$ cat config.mk
export PLATFORM = sky130hd
export DESIGN_NAME = sha3_stream_bridge
export DESIGN_NICKNAME = d
export VERILOG_FILES = /design/src/rtl/sha3_bridge_pkg.sv /design/src/rtl/sha3_byte_packer.sv /design/src/rtl/sha3_stream_bridge.sv
export SDC_FILE = /design/constraint.sdc
export NUM_CORES = 1
export LEC_CHECK = 0
export CORE_MARGIN = 2
export CORE_UTILIZATION = 45
export DETAILED_ROUTE_END_ITERATION = 8
export PLACE_DENSITY = 0.69
export SLEW_MARGIN = 20
export SYNTH_ARGS = -nofsm -noshare
export SYNTH_HDL_FRONTEND = slang
export SYNTH_HIERARCHICAL = 1
export SYNTH_SLANG_ARGS = --single-unit
$ cat constraint.sdc
create_clock -name clk -period 8.49 [get_ports clk]
set_input_delay 1.2735 -clock clk [delete_from_list [all_inputs] [get_ports clk]]
set_output_delay 1.2735 -clock clk [all_outputs]
set_load 0.005 [all_outputs]
$ cat src/rtl/sha3_bridge_pkg.sv
// Shared command bytes, FSM state encoding and the nibble-to-ASCII helper
// used by the SHA3 stream bridge.
package sha3_bridge_pkg;

  localparam logic [7:0] CMD_BIN = 8'h01;
  localparam logic [7:0] CMD_HEX = 8'h02;
  localparam logic [7:0] NAK     = 8'h15;
  localparam logic [7:0] NL      = 8'h0A;

  typedef enum logic [3:0] {
    S_IDLE,
    S_LEN,
    S_PAYLOAD,
    S_PUSH,
    S_WAIT_DIG,
    S_TX_BYTE,
    S_TX_HI,
    S_TX_LO,
    S_TX_NL,
    S_NAK
  } state_t;

  // Lowercase hex digit for one nibble.
  function automatic logic [7:0] nibble_to_ascii(input logic [3:0] i_nib);
    if (i_nib < 4'd10) return 8'h30 + {4'h0, i_nib};
    else               return 8'h57 + {4'h0, i_nib};
  endfunction

endpackage

$ cat src/rtl/sha3_byte_packer.sv
// Packs bytes into a WORD_W-bit beat, first byte in bits [7:0]; tracks the fill
// count. Clear has priority over shift; unfilled lanes are always zero.
module sha3_byte_packer #(
  parameter int WORD_W = 32,
  localparam int NB = WORD_W / 8,
  localparam int KW = $clog2(NB) + 1
) (
  input  logic              clk,
  input  logic              rst,
  input  logic              i_clr,
  input  logic              i_shift,
  input  logic [7:0]        i_byte,
  output logic [WORD_W-1:0] o_data,
  output logic [KW-1:0]     o_fill
);

  logic [WORD_W-1:0] r_data;
  logic [KW-1:0]     r_fill;

  always_ff @(posedge clk or posedge rst) begin
    if (rst) begin
      r_data <= '0;
      r_fill <= '0;
    end else if (i_clr) begin
      r_data <= '0;
      r_fill <= '0;
    end else if (i_shift) begin
      r_data[{r_fill[KW-2:0], 3'b000} +: 8] <= i_byte;
      r_fill <= r_fill + 1'b1;
    end
  end

  assign o_data = r_data;
  assign o_fill = r_fill;

endmodule

$ cat src/rtl/sha3_stream_bridge.sv
// UART byte stream <-> SHA3 core bridge: parses CMD/LEN/payload frames into beats,
// returns the digest as raw binary or lowercase hex, NAKs bad commands and timeouts.
module sha3_stream_bridge
  import sha3_bridge_pkg::*;
#(
  parameter int WORD_W      = 32,
  parameter int LEN_BYTES   = 2,
  parameter int DIGEST_BITS = 256,
  parameter int TIMEOUT_CYC = 1_250_000,
  localparam int NB  = WORD_W / 8,
  localparam int KW  = $clog2(NB) + 1,
  localparam int NW  = DIGEST_BITS / WORD_W,
  localparam int CW  = 8 * LEN_BYTES,
  localparam int WCW = $clog2(NW) + 1,
  localparam int LIW = $clog2(LEN_BYTES) + 1,
  localparam int TW  = $clog2(TIMEOUT_CYC + 1)
) (
  input  logic              clk,
  input  logic              rst,
  input  logic [7:0]        rx_data,
  input  logic              rx_ready,
  output logic              rx_ack,
  output logic [7:0]        tx_data,
  output logic              tx_valid,
  input  logic              tx_ready,
  output logic [WORD_W-1:0] sha3_in_data,
  output logic              sha3_in_valid,
  output logic              sha3_in_last,
  output logic [KW-1:0]     sha3_in_keep,
  input  logic              sha3_in_ready,
  output logic              sha3_abort,
  input  logic [WORD_W-1:0] sha3_out_data,
  input  logic              sha3_out_valid,
  output logic              sha3_out_ready,
  output logic              busy
);

  state_t            r_state;
  logic              r_hex;
  logic [CW-1:0]     r_len_cnt;
  logic [LIW-1:0]    r_len_idx;
  logic [TW-1:0]     r_timer;
  logic              r_pushed;
  logic              r_in_valid;
  logic              r_in_last;
  logic [KW-1:0]     r_in_keep;
  logic              r_abort;
  logic [WORD_W-1:0] r_dig;
  logic [KW-1:0]     r_byte_idx;
  logic [WCW-1:0]    r_word_cnt;
  logic              r_tx_valid;
  logic [7:0]        r_tx_data;

  logic              w_rx_phase;
  logic              w_consume;
  logic              w_expire;
  logic [CW-1:0]     w_len_next;
  logic [KW-1:0]     w_fill;
  logic [KW-1:0]     w_fill_inc;
  logic [WORD_W-1:0] w_dig_nxt;
  logic              w_pk_clr;
  logic              w_pk_shift;

  assign w_rx_phase = (r_state == S_LEN) || (r_state == S_PAYLOAD);
  // Acking is combinational so the byte is taken on the same edge it is acked.
  assign w_consume  = rx_ready && ((r_state == S_IDLE) || w_rx_phase);
  assign w_expire   = w_rx_phase && !w_consume && (r_timer == TW'(TIMEOUT_CYC - 1));
  assign w_len_next = (r_len_cnt << 8) | CW'(rx_data);
  assign w_fill_inc = w_fill + 1'b1;
  assign w_dig_nxt  = r_dig >> 8;
  assign w_pk_shift = w_consume && (r_state == S_PAYLOAD);
  assign w_pk_clr   = (r_state == S_IDLE) || w_expire
                    || ((r_state == S_PUSH) && sha3_in_ready);

  sha3_byte_packer #(.WORD_W(WORD_W)) u_packer (
    .clk     (clk),
    .rst     (rst),
    .i_clr   (w_pk_clr),
    .i_shift (w_pk_shift),
    .i_byte  (rx_data),
    .o_data  (sha3_in_data),
    .o_fill  (w_fill)
  );

  always_ff @(posedge clk or posedge rst) begin
    if (rst) begin
      r_state    <= S_IDLE;
      r_hex      <= 1'b0;
      r_len_cnt  <= '0;
      r_len_idx  <= '0;
      r_timer    <= '0;
      r_pushed   <= 1'b0;
      r_in_valid <= 1'b0;
      r_in_last  <= 1'b0;
      r_in_keep  <= '0;
      r_abort    <= 1'b0;
      r_dig      <= '0;
      r_byte_idx <= '0;
      r_word_cnt <= '0;
      r_tx_valid <= 1'b0;
      r_tx_data  <= '0;
    end else begin
      r_abort <= 1'b0;
      if (w_rx_phase && !w_consume) r_timer <= r_timer + 1'b1;
      else                          r_timer <= '0;

      case (r_state)
        S_IDLE: if (w_consume) begin
          r_pushed  <= 1'b0;
          r_len_idx <= '0;
          r_len_cnt <= '0;
          if (rx_data == CMD_BIN || rx_data == CMD_HEX) begin
            r_hex   <= (rx_data == CMD_HEX);
            r_state <= S_LEN;
          end else begin
            r_tx_valid <= 1'b1;
            r_tx_data  <= NAK;
            r_state    <= S_NAK;
          end
        end

        S_LEN, S_PAYLOAD: if (w_consume) begin
          if (r_state == S_LEN) begin
            r_len_cnt <= w_len_next;
            r_len_idx <= r_len_idx + 1'b1;
            if (r_len_idx == LIW'(LEN_BYTES - 1)) begin
              if (w_len_next == '0) begin
                r_in_valid <= 1'b1;
                r_in_last  <= 1'b1;
                r_in_keep  <= '0;
                r_state    <= S_PUSH;
              end else begin
                r_state <= S_PAYLOAD;
              end
            end
          end else begin
            r_len_cnt <= r_len_cnt - 1'b1;
            if (r_len_cnt == CW'(1) || w_fill_inc == KW'(NB)) begin
              r_in_valid <= 1'b1;
              r_in_last  <= (r_len_cnt == CW'(1));
              r_in_keep  <= w_fill_inc;
              r_state    <= S_PUSH;
            end
          end
        end else if (w_expire) begin
          // The core only needs discarding if it has already seen part of the message.
          r_abort    <= r_pushed;
          r_tx_valid <= 1'b1;
          r_tx_data  <= NAK;
          r_state    <= S_NAK;
        end

        S_PUSH: if (sha3_in_ready) begin
          r_in_valid <= 1'b0;
          r_in_last  <= 1'b0;
          r_in_keep  <= '0;
          r_pushed   <= 1'b1;
          r_word_cnt <= '0;
          r_state    <= r_in_last ? S_WAIT_DIG : S_PAYLOAD;
        end

        S_WAIT_DIG: if (sha3_out_valid) begin
          r_dig      <= sha3_out_data;
          r_byte_idx <= '0;
          r_tx_valid <= 1'b1;
          if (r_hex) begin
            r_tx_data <= nibble_to_ascii(sha3_out_data[7:4]);
            r_state   <= S_TX_HI;
          end else begin
            r_tx_data <= sha3_out_data[7:0];
            r_state   <= S_TX_BYTE;
          end
        end

        S_TX_HI: if (tx_ready) begin
          r_tx_data <= nibble_to_ascii(r_dig[3:0]);
          r_state   <= S_TX_LO;
        end

        S_TX_BYTE, S_TX_LO: if (tx_ready) begin
          if (r_byte_idx == KW'(NB - 1)) begin
            r_word_cnt <= r_word_cnt + 1'b1;
            if (r_word_cnt == WCW'(NW - 1) && r_hex) begin
              r_tx_data <= NL;
              r_state   <= S_TX_NL;
            end else begin
              r_tx_valid <= 1'b0;
              r_tx_data  <= '0;
              r_state    <= (r_word_cnt == WCW'(NW - 1)) ? S_IDLE : S_WAIT_DIG;
            end
          end else begin
            r_byte_idx <= r_byte_idx + 1'b1;
            r_dig      <= w_dig_nxt;
            r_tx_data  <= r_hex ? nibble_to_ascii(w_dig_nxt[7:4]) : w_dig_nxt[7:0];
            r_state    <= r_hex ? S_TX_HI : S_TX_BYTE;
          end
        end

        S_TX_NL, S_NAK: if (tx_ready) begin
          r_tx_valid <= 1'b0;
          r_tx_data  <= '0;
          r_state    <= S_IDLE;
        end

        default: r_state <= S_IDLE;
      endcase
    end
  end

  assign rx_ack         = w_consume;
  assign tx_data        = r_tx_data;
  assign tx_valid       = r_tx_valid;
  assign sha3_in_valid  = r_in_valid;
  assign sha3_in_last   = r_in_last;
  assign sha3_in_keep   = r_in_keep;
  assign sha3_abort     = r_abort;
  assign sha3_out_ready = (r_state == S_WAIT_DIG);
  assign busy           = (r_state != S_IDLE);

endmodule

### Word-level counts from Yosys, hierarchy flattened

Cells that the tools add are included.
W data, S select, Z words.

| storage, ports and cells | value |
|---|---|
| word-level logic and storage cells | 205 |
| flip-flop bits (word level) | 134 |
| input bits | 46 |

| operators by class | value |
|---|---|
| reduce and logical (&&, ||, !) cells | 37 |
| add/sub/neg operators | 13 |
| eq/ne operators | 37 |
| muxes and demuxes | 95 |
| shift-type cells | 2 |
| magnitude comparators | 3 |
| bitwise operators | 1 |

Operators with widths:

| operator | count |
|---|---|
| $mux W32 | 5 |
| $mux W8 | 14 |
| $mux W4 | 18 |
| $pmux W32 S2 | 1 |
| $mux W16 | 3 |
| $pmux W8 S6 | 1 |
| $mux W3 | 13 |
| $bwmux W32 | 1 |
| $pmux W16 S2 | 1 |
| $shift A8 B7 Y32 const A | 1 |
| $shiftx A8 B7 Y32 | 1 |
| $ne A2 B2 Y1 const B | 14 |
| $pmux W4 S7 | 1 |
| $add A7 B4 Y8 const A | 3 |
| $mux W1 | 24 |
| $add A21 B1 Y21 const B | 1 |
| $add A6 B4 Y7 const A | 3 |
| $eq A21 B21 Y1 const B | 1 |
| $mux W21 | 1 |
| $eq A4 B3 Y1 const B | 5 |
| $reduce_and A9 Y1 | 2 |
| $eq A16 B1 Y1 const B | 1 |
| $logic_not A16 Y1 | 1 |
| $or A16 B8 Y16 | 1 |
| other kinds (35) | 71 |

### Logic depth before layout (Yosys ltp)

Gate-level depths: netlist of the first run.

| logic depth | value |
|---|---|
| depth in word-level cells | 10 |
| gate-level depth with buffers | 9 |
| mapped depth without buffers | 7 |

### Hierarchy

Netlist of the first run, hierarchy kept.

By module, submodules not included:

| module | cells each | instances | area each (sq um) |
|---|---|---|---|
| sha3_stream_bridge | 663 | 1 | 5575.3 |
| sha3_byte_packer | 127 | 1 | 1621.6 |

### Worst setup path after synthesis of the first run

OpenSTA, ideal clock, no wires.

| timing | value |
|---|---|
| path type | input port to output port |
| start point | input port rx_ready |
| end point | output port rx_ack |
| stages | 4 |
| path slack | 4.887 ns |
| arrival | 2.330 ns |
| path through | clkbuf_1 or3b_2 a21o_1 inv_1 |

| on the way | value |
|---|---|
| word-level cells in the longest chain between the ends | 1 |

RTL lines:

| item | line | source |
|---|---|---|
| start, declared | sha3_stream_bridge.sv:21 | `input logic rx_ready,` |
| $logic_and A1 B1 Y1 | sha3_stream_bridge.sv:66 | `assign w_consume = rx_ready && ((r_state == S_IDLE) \|\| w_rx_phase);` |
| end, declared | sha3_stream_bridge.sv:22 | `output logic rx_ack,` |

Every way passes these cells.

### Final worst setup path of the first run

Same ends and word-level chain as after synthesis.

==> out/results.ini, run 1 <==
[status]
status=finished, final reports clean

[floorplan]
start_util=0.456
die_width_um=130
fp.coreArea_um2=15800
fp.dieH_um=130
die_area_um2=17000
ios=96
core.rowCount=46

[setup_path]
r2r-start=r_state[0]
crit_start=rx_ready
worstSetupPathType=in2out
critPathMaxFanout=11
slowest_stage=clkdlybuf4s50_1
cpMostUsedCell=clkdlybuf4s50_1
worstPathCellList=clkdlybuf4s50_1, or3b_2, a21o_1, inv_1, clkdlybuf4s50_1
worstPathArrival_ps=3640
reg2reg_slack_ps=4570
slowest_delay_ps=730
end_kind=primary output
required_ps=7220
start_kind=input port

[worst_hold_path]
hold_path.class=reg2reg
min_from=r_dig[28]

[logic_synthesis]
yosysMostFrequentCell=dfrtp_1
yosysWarnings=6
synth-seq-cells=130
syn-num-nets=854
async_flop_share=1.00
synth_edf_count=0
syn_avg_cell_area_um2=9.11
yosysTopAreaCell=dfrtp_1
synth_common_cells=dfrtp_1 (130), nand2_1 (105), nor2_1 (79)
syn_inst=790
yosys.area.top_type_share=0.452
synth_seq_area_share=0.452
syn_area_um2=7200
synth.distinct_cells=73
synth.area.top_cells=dfrtp_1 (45%), nand2_1 (5.5%), nor2_1 (4.1%)
ys.flop_type=dfrtp_1

[routing]
dr_total_vias=6228
route.detailed.drc=0
drt-total-wl_um=18400
avgViaCountPerCell=5.71
drt_iter0_drc=496
avgRoutedWirePerCell_um=16.9
route.antenna.remaining_nets=0
dr.pass1.iters=7

[clock_tree]
clk_path_buf_depth=2
clock-sinks=130
cts_buffers=17
clk_latency_ps=430
post_cts_buffers=0
hold_buffers=0
ctsResizeCount=0
htreeDepth=4
cts-root-buf=clkbuf_16
cts_tree=yes
cts.clk_slew.worst_paths_ps=60

[grt]
grtUsageTotal=0.226
grt_antenna_before_repair=0
overflow=0
grt_max_degree=82
grt_pass1_wl_um=30100
grt_pass1_vias=5851

[power_and_ir_drop]
ir_worst_vdd_v=0.000209
p_leak_nw=3.70
p_per_area_nw_per_um2=287

[timing]
rsz0062_at_grt=false
worst_slew_pin_slew_ps=1030
setup_viol=0
drv_slew=0
hold_viol=0
fin_worst_skew_ps=9.84
fin_crit_sh=0.578
fmax_mhz=204
setup_tns_ps=0
timing.final.ws_setup_ps=3580
period_needed_ps=4910
relSlewSlack=0.315

[cells_and_area]
fill_cells=1454
diodes=0
multiInputGateArea_um2=3580
final_cells=1090
syn2layout_area_growth_pct=22.9
drive_gt1_frac=0.0824
regArea_um2=3250
stdcell_area_um2=8840
fin_nets=926

[place]
port_buffers=95
dpl_worst_slack_ps=3610
place_congestion=0.866
post_dp_cell_area_um2=8260
post-place-cells=1059
dpl.hpwl_um=12400

[flow_run]
cap_violations=0

-- flip-flops by register name, indices dropped and copies added (netlist names), 3 cells and up --
| signal | cells |
|---|---|
| u_packer/o_data | 32 |
| r_dig | 28 |
| r_timer | 21 |
| r_len_cnt | 16 |
| tx_data | 8 |
| r_state | 4 |
| r_word_cnt | 4 |
| r_byte_idx | 3 |
| sha3_in_keep | 3 |
| u_packer/o_fill | 3 |
-- worst max-delay path, delay by kind of cell --
kind | cells | cell delay, ps
buf+inv | 3 | 1510
simple gates | 1 | 540
compound gates | 1 | 310
-- cells by family (layout without fill, tap and decap cells) --
logic type               count (synthesis)  count (layout)  synth area share
multiplexers                            12              12            0.0186
buffers and inverters                   89             173            0.0504
XOR/XNOR                                27              27            0.0329
adder cells (fa/ha/maj)                 18              18            0.0313
flip-flops                             130             130             0.452
AND/OR/NAND/NOR                        315             315             0.218
AO/OA/AOI/OAI                          199             199             0.197
-- final cells by class --
| class | instances | share of cell area |
|---|---|---|
| flip-flops and latches | 130 | 0.368 |
| clock buffers | 19 | 0.0512 |
| inverters | 40 | 0.0173 |
| repair buffers | 102 | 0.114 |
| clock inverters | 12 | 0.0142 |
| well taps | 216 | 0.0306 |
| multi-input cells | 571 | 0.405 |
-- stage by stage --
| step | hold slack, ps | util | power, mW |
|---|---|---|---|
| after floorplan | 439 | - | 1.55 |
| final | 464 | 0.561 | 2.54 |
| after detailed placement | 455 | 0.524 | 1.82 |
| after global routing | 493 | 0.561 | 2.72 |
| after global placement | 449 | 0.524 | 1.81 |
| after CTS | 469 | 0.560 | 2.55 |
-- where the power goes --
group          total, mW  internal (mW)  switching, mW  leakage (nW)
logic              0.919          0.393          0.526          1.68
registers          0.905          0.748          0.156          1.74
clock network      0.714          0.422          0.292         0.275
-- path summary, 6_finish.rpt --
kind	endpoint	depth (start not counted)
worst max-delay path	rx_ack	5
worst min-delay path	r_dig[28]	2
worst max register to register	u_packer/o_data[15]	6
worst min register to register	r_dig[28]	2
max in group asynchronous	r_len_cnt[11]	3
min in group asynchronous	r_timer[19]	2
-- cells in the final DEF (no fill, tap or decap), types with 17 or more instances in the layout --
cell | synthesis | routed
clkbuf_16 | 0 | 17
a31oi_1 | 24 | 24
clkdlybuf4s50_1 | 0 | 95
nand2_1 | 105 | 105
nand3_1 | 20 | 20
inv_1 | 39 | 38
a32o_1 | 26 | 26
nor2_1 | 79 | 79
dfrtp_1 | 130 | 130
ha_1 | 18 | 18
a21oi_1 | 42 | 42
o21ai_0 | 46 | 46
-- metal layers --
metal  vias up  track usage  wire, um
li1       2982            -         -
met1      3022        0.323      8420
met2       187        0.334      8640
met3        37       0.0497       905
met4         0       0.0945       423
met5         -            0         0
Power figures use the tool's default switching activity.
==> run 2: changes to the inputs <==
- clock period: 8.49 -> 4.76 ns (I/O delays scaled with it)
==> run 2 against run 1 <==
Against the previous run: total power grew 78%; utilization is essentially flat; hold slack gained 5.6 ps; critical endpoint unchanged; sequential cell count is the same; critical path depth is the same; sequential power grew 77%; clock power grew 75%; critical path type unchanged; register-to-register slack lost 3400 ps.
==> out/results.ini, run 2 (synthesis gave the netlist of run 1 again) <==
[status]
status=finished, final reports clean

[timing]
fin_worst_skew_ps=6.96  ; -2.88 ps
timing.final.ws_setup_ps=1000  ; -2580 ps
period_needed_ps=3760
drv_slew=0  ; unchanged
hold_viol=0  ; unchanged
worst_slew_pin_slew_ps=1030  ; -0.693 ps
setup_tns_ps=0  ; unchanged
fmax_mhz=266
relSlewSlack=0.316  ; +0.000462
fin_crit_sh=0.789
rsz0062_at_grt=false
setup_viol=0  ; unchanged

[setup_path]
start_kind=input port
r2r-start=r_state[0]
crit_start=rx_ready
worstReg2RegEnd=u_packer/o_data[8]
worstSetupPathType=in2out
critPathMaxFanout=11  ; unchanged
required_ps=4050  ; -3170 ps
crit_end=rx_ack
end_kind=primary output
reg2reg_slack_ps=1170  ; -3400 ps
worstPathArrival_ps=3040  ; -600 ps
r2r_cells=7  ; +1

[place]
port_buffers=95  ; unchanged
dpl_worst_slack_ps=804  ; -2810 ps
post-place-cells=1061  ; +0.19%
dpl.hpwl_um=12200  ; -1.5%
place_congestion=0.890  ; +2.8%

[floorplan]
fp.dieH_um=130  ; unchanged
die_area_um2=17000  ; unchanged
ios=96  ; unchanged
fp.coreArea_um2=15800  ; unchanged
die_width_um=130  ; unchanged
core.rowCount=46  ; unchanged
start_util=0.456  ; unchanged

[clock_tree]
ctsResizeCount=0  ; unchanged
cts.clk_slew.worst_paths_ps=60  ; about the same
hold_buffers=0  ; unchanged
htreeDepth=4  ; unchanged
clk_path_buf_depth=2  ; unchanged
cts-root-buf=clkbuf_16
post_cts_buffers=0  ; unchanged
cts_tree=yes
cts_buffers=17  ; unchanged
clk_latency_ps=420  ; about the same
clock-sinks=130  ; unchanged

[power_and_ir_drop]
total_power_mw=4.51  ; +78%
p_leak_nw=3.70  ; about the same
ir_worst_vdd_v=0.000390  ; +87%
p_per_area_nw_per_um2=510  ; +78%

[routing]
dr_total_vias=6177  ; -0.82%
drt_iter0_drc=505  ; +1.8%
route.antenna.remaining_nets=0  ; unchanged
drt-total-wl_um=18200  ; -0.96%
avgRoutedWirePerCell_um=16.7  ; -1.1%
dr.pass1.iters=5  ; -2
avgViaCountPerCell=5.66  ; -1.0%
route.detailed.drc=0  ; unchanged

[flow_run]
cap_violations=0  ; unchanged

[cells_and_area]
final_common_cell=dfrtp_1
final_cells=1092  ; +0.18%
fin_nets=928  ; +0.22%
final_cell_mix=dfrtp_1 (130), nand2_1 (105), clkdlybuf4s50_1 (95), nor2_1 (79), o21ai_0 (46)
diodes=0  ; unchanged
drive_gt1_frac=0.0845  ; +0.00210
largest_reg_flops=32  ; unchanged
syn2layout_area_growth_pct=22.8  ; about the same

[worst_hold_path]
hold_path.class=reg2reg

[grt]
grt_pass1_wl_um=29800  ; -0.83%
grt_pass1_vias=5787  ; -1.1%
grt_antenna_before_repair=0  ; unchanged
grtUsageTotal=0.223  ; -0.00277
grt_max_degree=69  ; -16%
overflow=0  ; unchanged

-- run 2: changes by cell type in the layout (fill, tap and decap cells not counted) --
cell	previous run	this run
buf_4	6	9
clkinv_2	0	3
clkbuf_8	2	0
buf_6	1	0
clkinv_4	4	3
inv_6	3	2
inv_8	1	2
-- run 2: layout make-up --
type	count	area [um2]
clock buffer	17	425
clock inverter	14	134
fill	1410	6940
inverter	40	153
multi-input combinational	571	3580
sequential	130	3250
tap	216	270
timing repair buffer	104	1020
-- run 2: where the power goes --
group          switching (mW)  leakage, nW  internal, mW  total (mW)
logic                   0.952         1.69         0.704        1.66
registers               0.269         1.74          1.33        1.60
clock network           0.523        0.269         0.723        1.25
-- run 2: worst min-delay path by stage --
| stage | from | to | slack, ps | depth (start not counted) |
|---|---|---|---|---|
| floorplan | r_dig[24] | r_dig[24] | 440 | 2 |
| CTS | r_dig[27] | r_dig[27] | 470 | 2 |
| finish | r_pushed | r_pushed | 470 | 1 |
| global route | r_pushed | r_pushed | 490 | 1 |
| global placement | r_dig[30] | r_dig[30] | 450 | 2 |
| detailed placement | r_dig[27] | r_dig[27] | 460 | 2 |
-- run 2: critical path, stage by stage --
cell,delay (ps)
clkdlybuf4s50_1,700
or3b_2,540
a21o_1,310
inv_1,240
clkdlybuf4s50_1,540
-- run 2: layer usage --
metal	wire (um)	GRT usage	vias to the layer above
met5	0	0	-
met4	296	0.0738	0
met3	908	0.0468	22
met2	8620	0.341	164
met1	8380	0.319	3002
li1	-	-	2989
-- run 2: per-stage QoR --
step	cell area (um2)	util	hold WS, ps
global route	8830	0.560	487
global placement	8280	0.525	450
floorplan	7200	-	439
CTS	8830	0.560	469
detailed placement	8280	0.525	455
finish	8830	0.560	470
==> run 3: changes to the inputs <==
- clock period: 4.76 -> 3.7 ns (I/O delays scaled with it)
==> run 3 against run 2 <==
Against the previous run: hold slack got worse by 0.62 ps; total power grew 31%; register-to-register slack worse by 300 ps; critical endpoint is now sha3_out_ready; highest routed layer unchanged; clock power grew 33%; critical path depth shrank 1; worst setup slack worse by 460 ps; count of clock-buffer cells in the layout up 1; global-route usage up 0.51 points; critical path type is now reg2out; via count up 0.47%; routed wire length is 2.5% higher.
==> out/results.ini, run 3 (synthesis gave the netlist of run 1 again) <==
[setup_path]
crit_start=r_state[1]
slowest_delay_ps=680  ; -20 ps
crit_cells=4  ; -1
worstReg2RegEnd=u_packer/o_data[16]
critPathMaxFanout=11  ; unchanged
critical_path.top_delay_family=buffers and inverters
r2r-start=r_state[1]
reg2reg_slack_ps=870  ; -300 ps
worstPathCellList=buf_4, or4b_2, clkinv_1, clkdlybuf4s50_1
r2r_cells=7  ; unchanged
slowest_stage=or4b_2
start_kind=flop
worstSetupPathType=reg2out
crit_end=sha3_out_ready
end_kind=primary output
required_ps=3140  ; -910 ps
worstPathArrival_ps=2600  ; -440 ps
cp_num_buf_inv=3  ; unchanged

[timing]
rsz0062_at_grt=false
drv_slew=0  ; unchanged
fmax_mhz=317
setup_viol=0  ; unchanged
hold_viol=0  ; unchanged
period_needed_ps=3160
worst_slew_pin_slew_ps=807  ; -219 ps
fin_crit_sh=0.853
setup_tns_ps=0  ; unchanged
worst_hold_slack_ps=469  ; -0.621 ps
fin_worst_skew_ps=6.53  ; -0.435 ps
relSlewSlack=0.462  ; +0.146

[routing]
drt_iter0_drc=464  ; -8.1%
avgViaCountPerCell=5.62  ; -0.71%
drt-total-wl_um=18700  ; +2.5%
route.antenna.remaining_nets=0  ; unchanged
avgRoutedWirePerCell_um=16.9  ; +1.3%
dr.pass1.iters=5  ; unchanged
route.detailed.drc=0  ; unchanged
dr_total_vias=6206  ; +0.47%

[clock_tree]
cts-root-buf=clkbuf_16
clk_latency_ps=430  ; about the same
clock-sinks=130  ; unchanged
cts.clk_slew.worst_paths_ps=60  ; about the same
hold_buffers=0  ; unchanged
cts_buffers=17  ; unchanged
post_cts_buffers=0  ; unchanged
htreeDepth=4  ; unchanged
clk_path_buf_depth=2  ; unchanged
ctsResizeCount=0  ; unchanged
cts_tree=yes

[grt]
grtUsageTotal=0.228  ; +0.00508
grt_max_degree=66  ; -4.3%
grt_antenna_before_repair=0  ; unchanged
grt_pass1_wl_um=30200  ; +1.2%
overflow=0  ; unchanged
grt_pass1_vias=5815  ; +0.48%

[status]
status=finished, final reports clean

[cells_and_area]
diodes=0  ; unchanged
drive_gt1_frac=0.0979  ; +0.0134
stdcell_area_um2=8960  ; +1.4%
final_common_cell=dfrtp_1
syn2layout_area_growth_pct=24.5
fin_nets=940  ; +1.3%
largest_reg_flops=32  ; unchanged
final_cell_mix=dfrtp_1 (130), nand2_1 (105), clkdlybuf4s50_1 (95), nor2_1 (79), o21ai_0 (46)

[floorplan]
ios=96  ; unchanged
core.rowCount=46  ; unchanged
fp.dieH_um=130  ; unchanged
fp.coreArea_um2=15800  ; unchanged
die_area_um2=17000  ; unchanged
start_util=0.456  ; unchanged
die_width_um=130  ; unchanged

[worst_hold_path]
hold_path.class=reg2reg
hold_depth=2  ; +1

[place]
place_congestion=0.871  ; -2.2%
port_buffers=95  ; unchanged
dpl.hpwl_um=12700  ; +3.3%
post_dp_cell_area_um2=8380  ; +1.2%

[flow_run]
cap_violations=0  ; unchanged

[power_and_ir_drop]
p_leak_nw=3.78  ; +2.1%
p_per_area_nw_per_um2=661  ; +30%
ir_worst_vdd_v=0.000445  ; +14%

-- run 3: changes by cell type in the layout (fill, tap and decap cells not counted), sizes merged --
cell and delta:
clkinvlp -1, clkbuf +1, buf +12, clkinv -2, inv +3
-- run 3: layout make-up --
type	count	area (um2)
multi-input combinational	571	3580
clock inverter	14	143
sequential	130	3250
tap	216	270
fill	1401	6810
timing repair buffer	116	1120
inverter	40	153
clock buffer	18	439
-- run 3: worst min-delay path by stage --
stage,end,slack [ps],start
CTS,r_dig[25],470,r_dig[25]
detailed placement,r_dig[25],450,r_dig[25]
global placement,r_dig[29],450,r_dig[29]
global route,r_dig[29],490,r_dig[29]
finish,r_dig[27],470,r_dig[27]
floorplan,r_dig[24],440,r_dig[24]
-- run 3: worst register-to-register path: cells and delay by family (launching register included) --
kind,cells,cell delay (ps)
flip-flops,1,510
AND/OR/NAND/NOR,4,1290
buffers and inverters,1,210
AO/OA/AOI/OAI,1,330
XOR/XNOR,1,400
-- run 3: metal layers --
| metal | vias up | GRT usage | routed length [um] |
|---|---|---|---|
| met2 | 140 | 0.345 | 8670 |
| li1 | 3013 | - | - |
| met5 | - | 0 | 0 |
| met1 | 3030 | 0.331 | 8860 |
| met3 | 23 | 0.0497 | 812 |
| met4 | 0 | 0.0695 | 312 |
-- run 3: through the flow --
stage / power (mW) / std cells / util / setup slack [ps]
finish: 5.92 / 1105 / 0.568 / 543
global route: 6.32 / 1105 / 0.568 / 462
global placement: 4.21 / 1073 / 0.531 / 600
detailed placement: 4.24 / 1073 / 0.531 / 576
floorplan: 3.55 / 790 / - / 668
CTS: 5.93 / 1105 / 0.568 / 559
-- run 3: power breakdown --
group / switching (mW) / internal (mW)
clock: 0.698 / 0.962
combinational: 1.30 / 0.944
sequential: 0.299 / 1.72
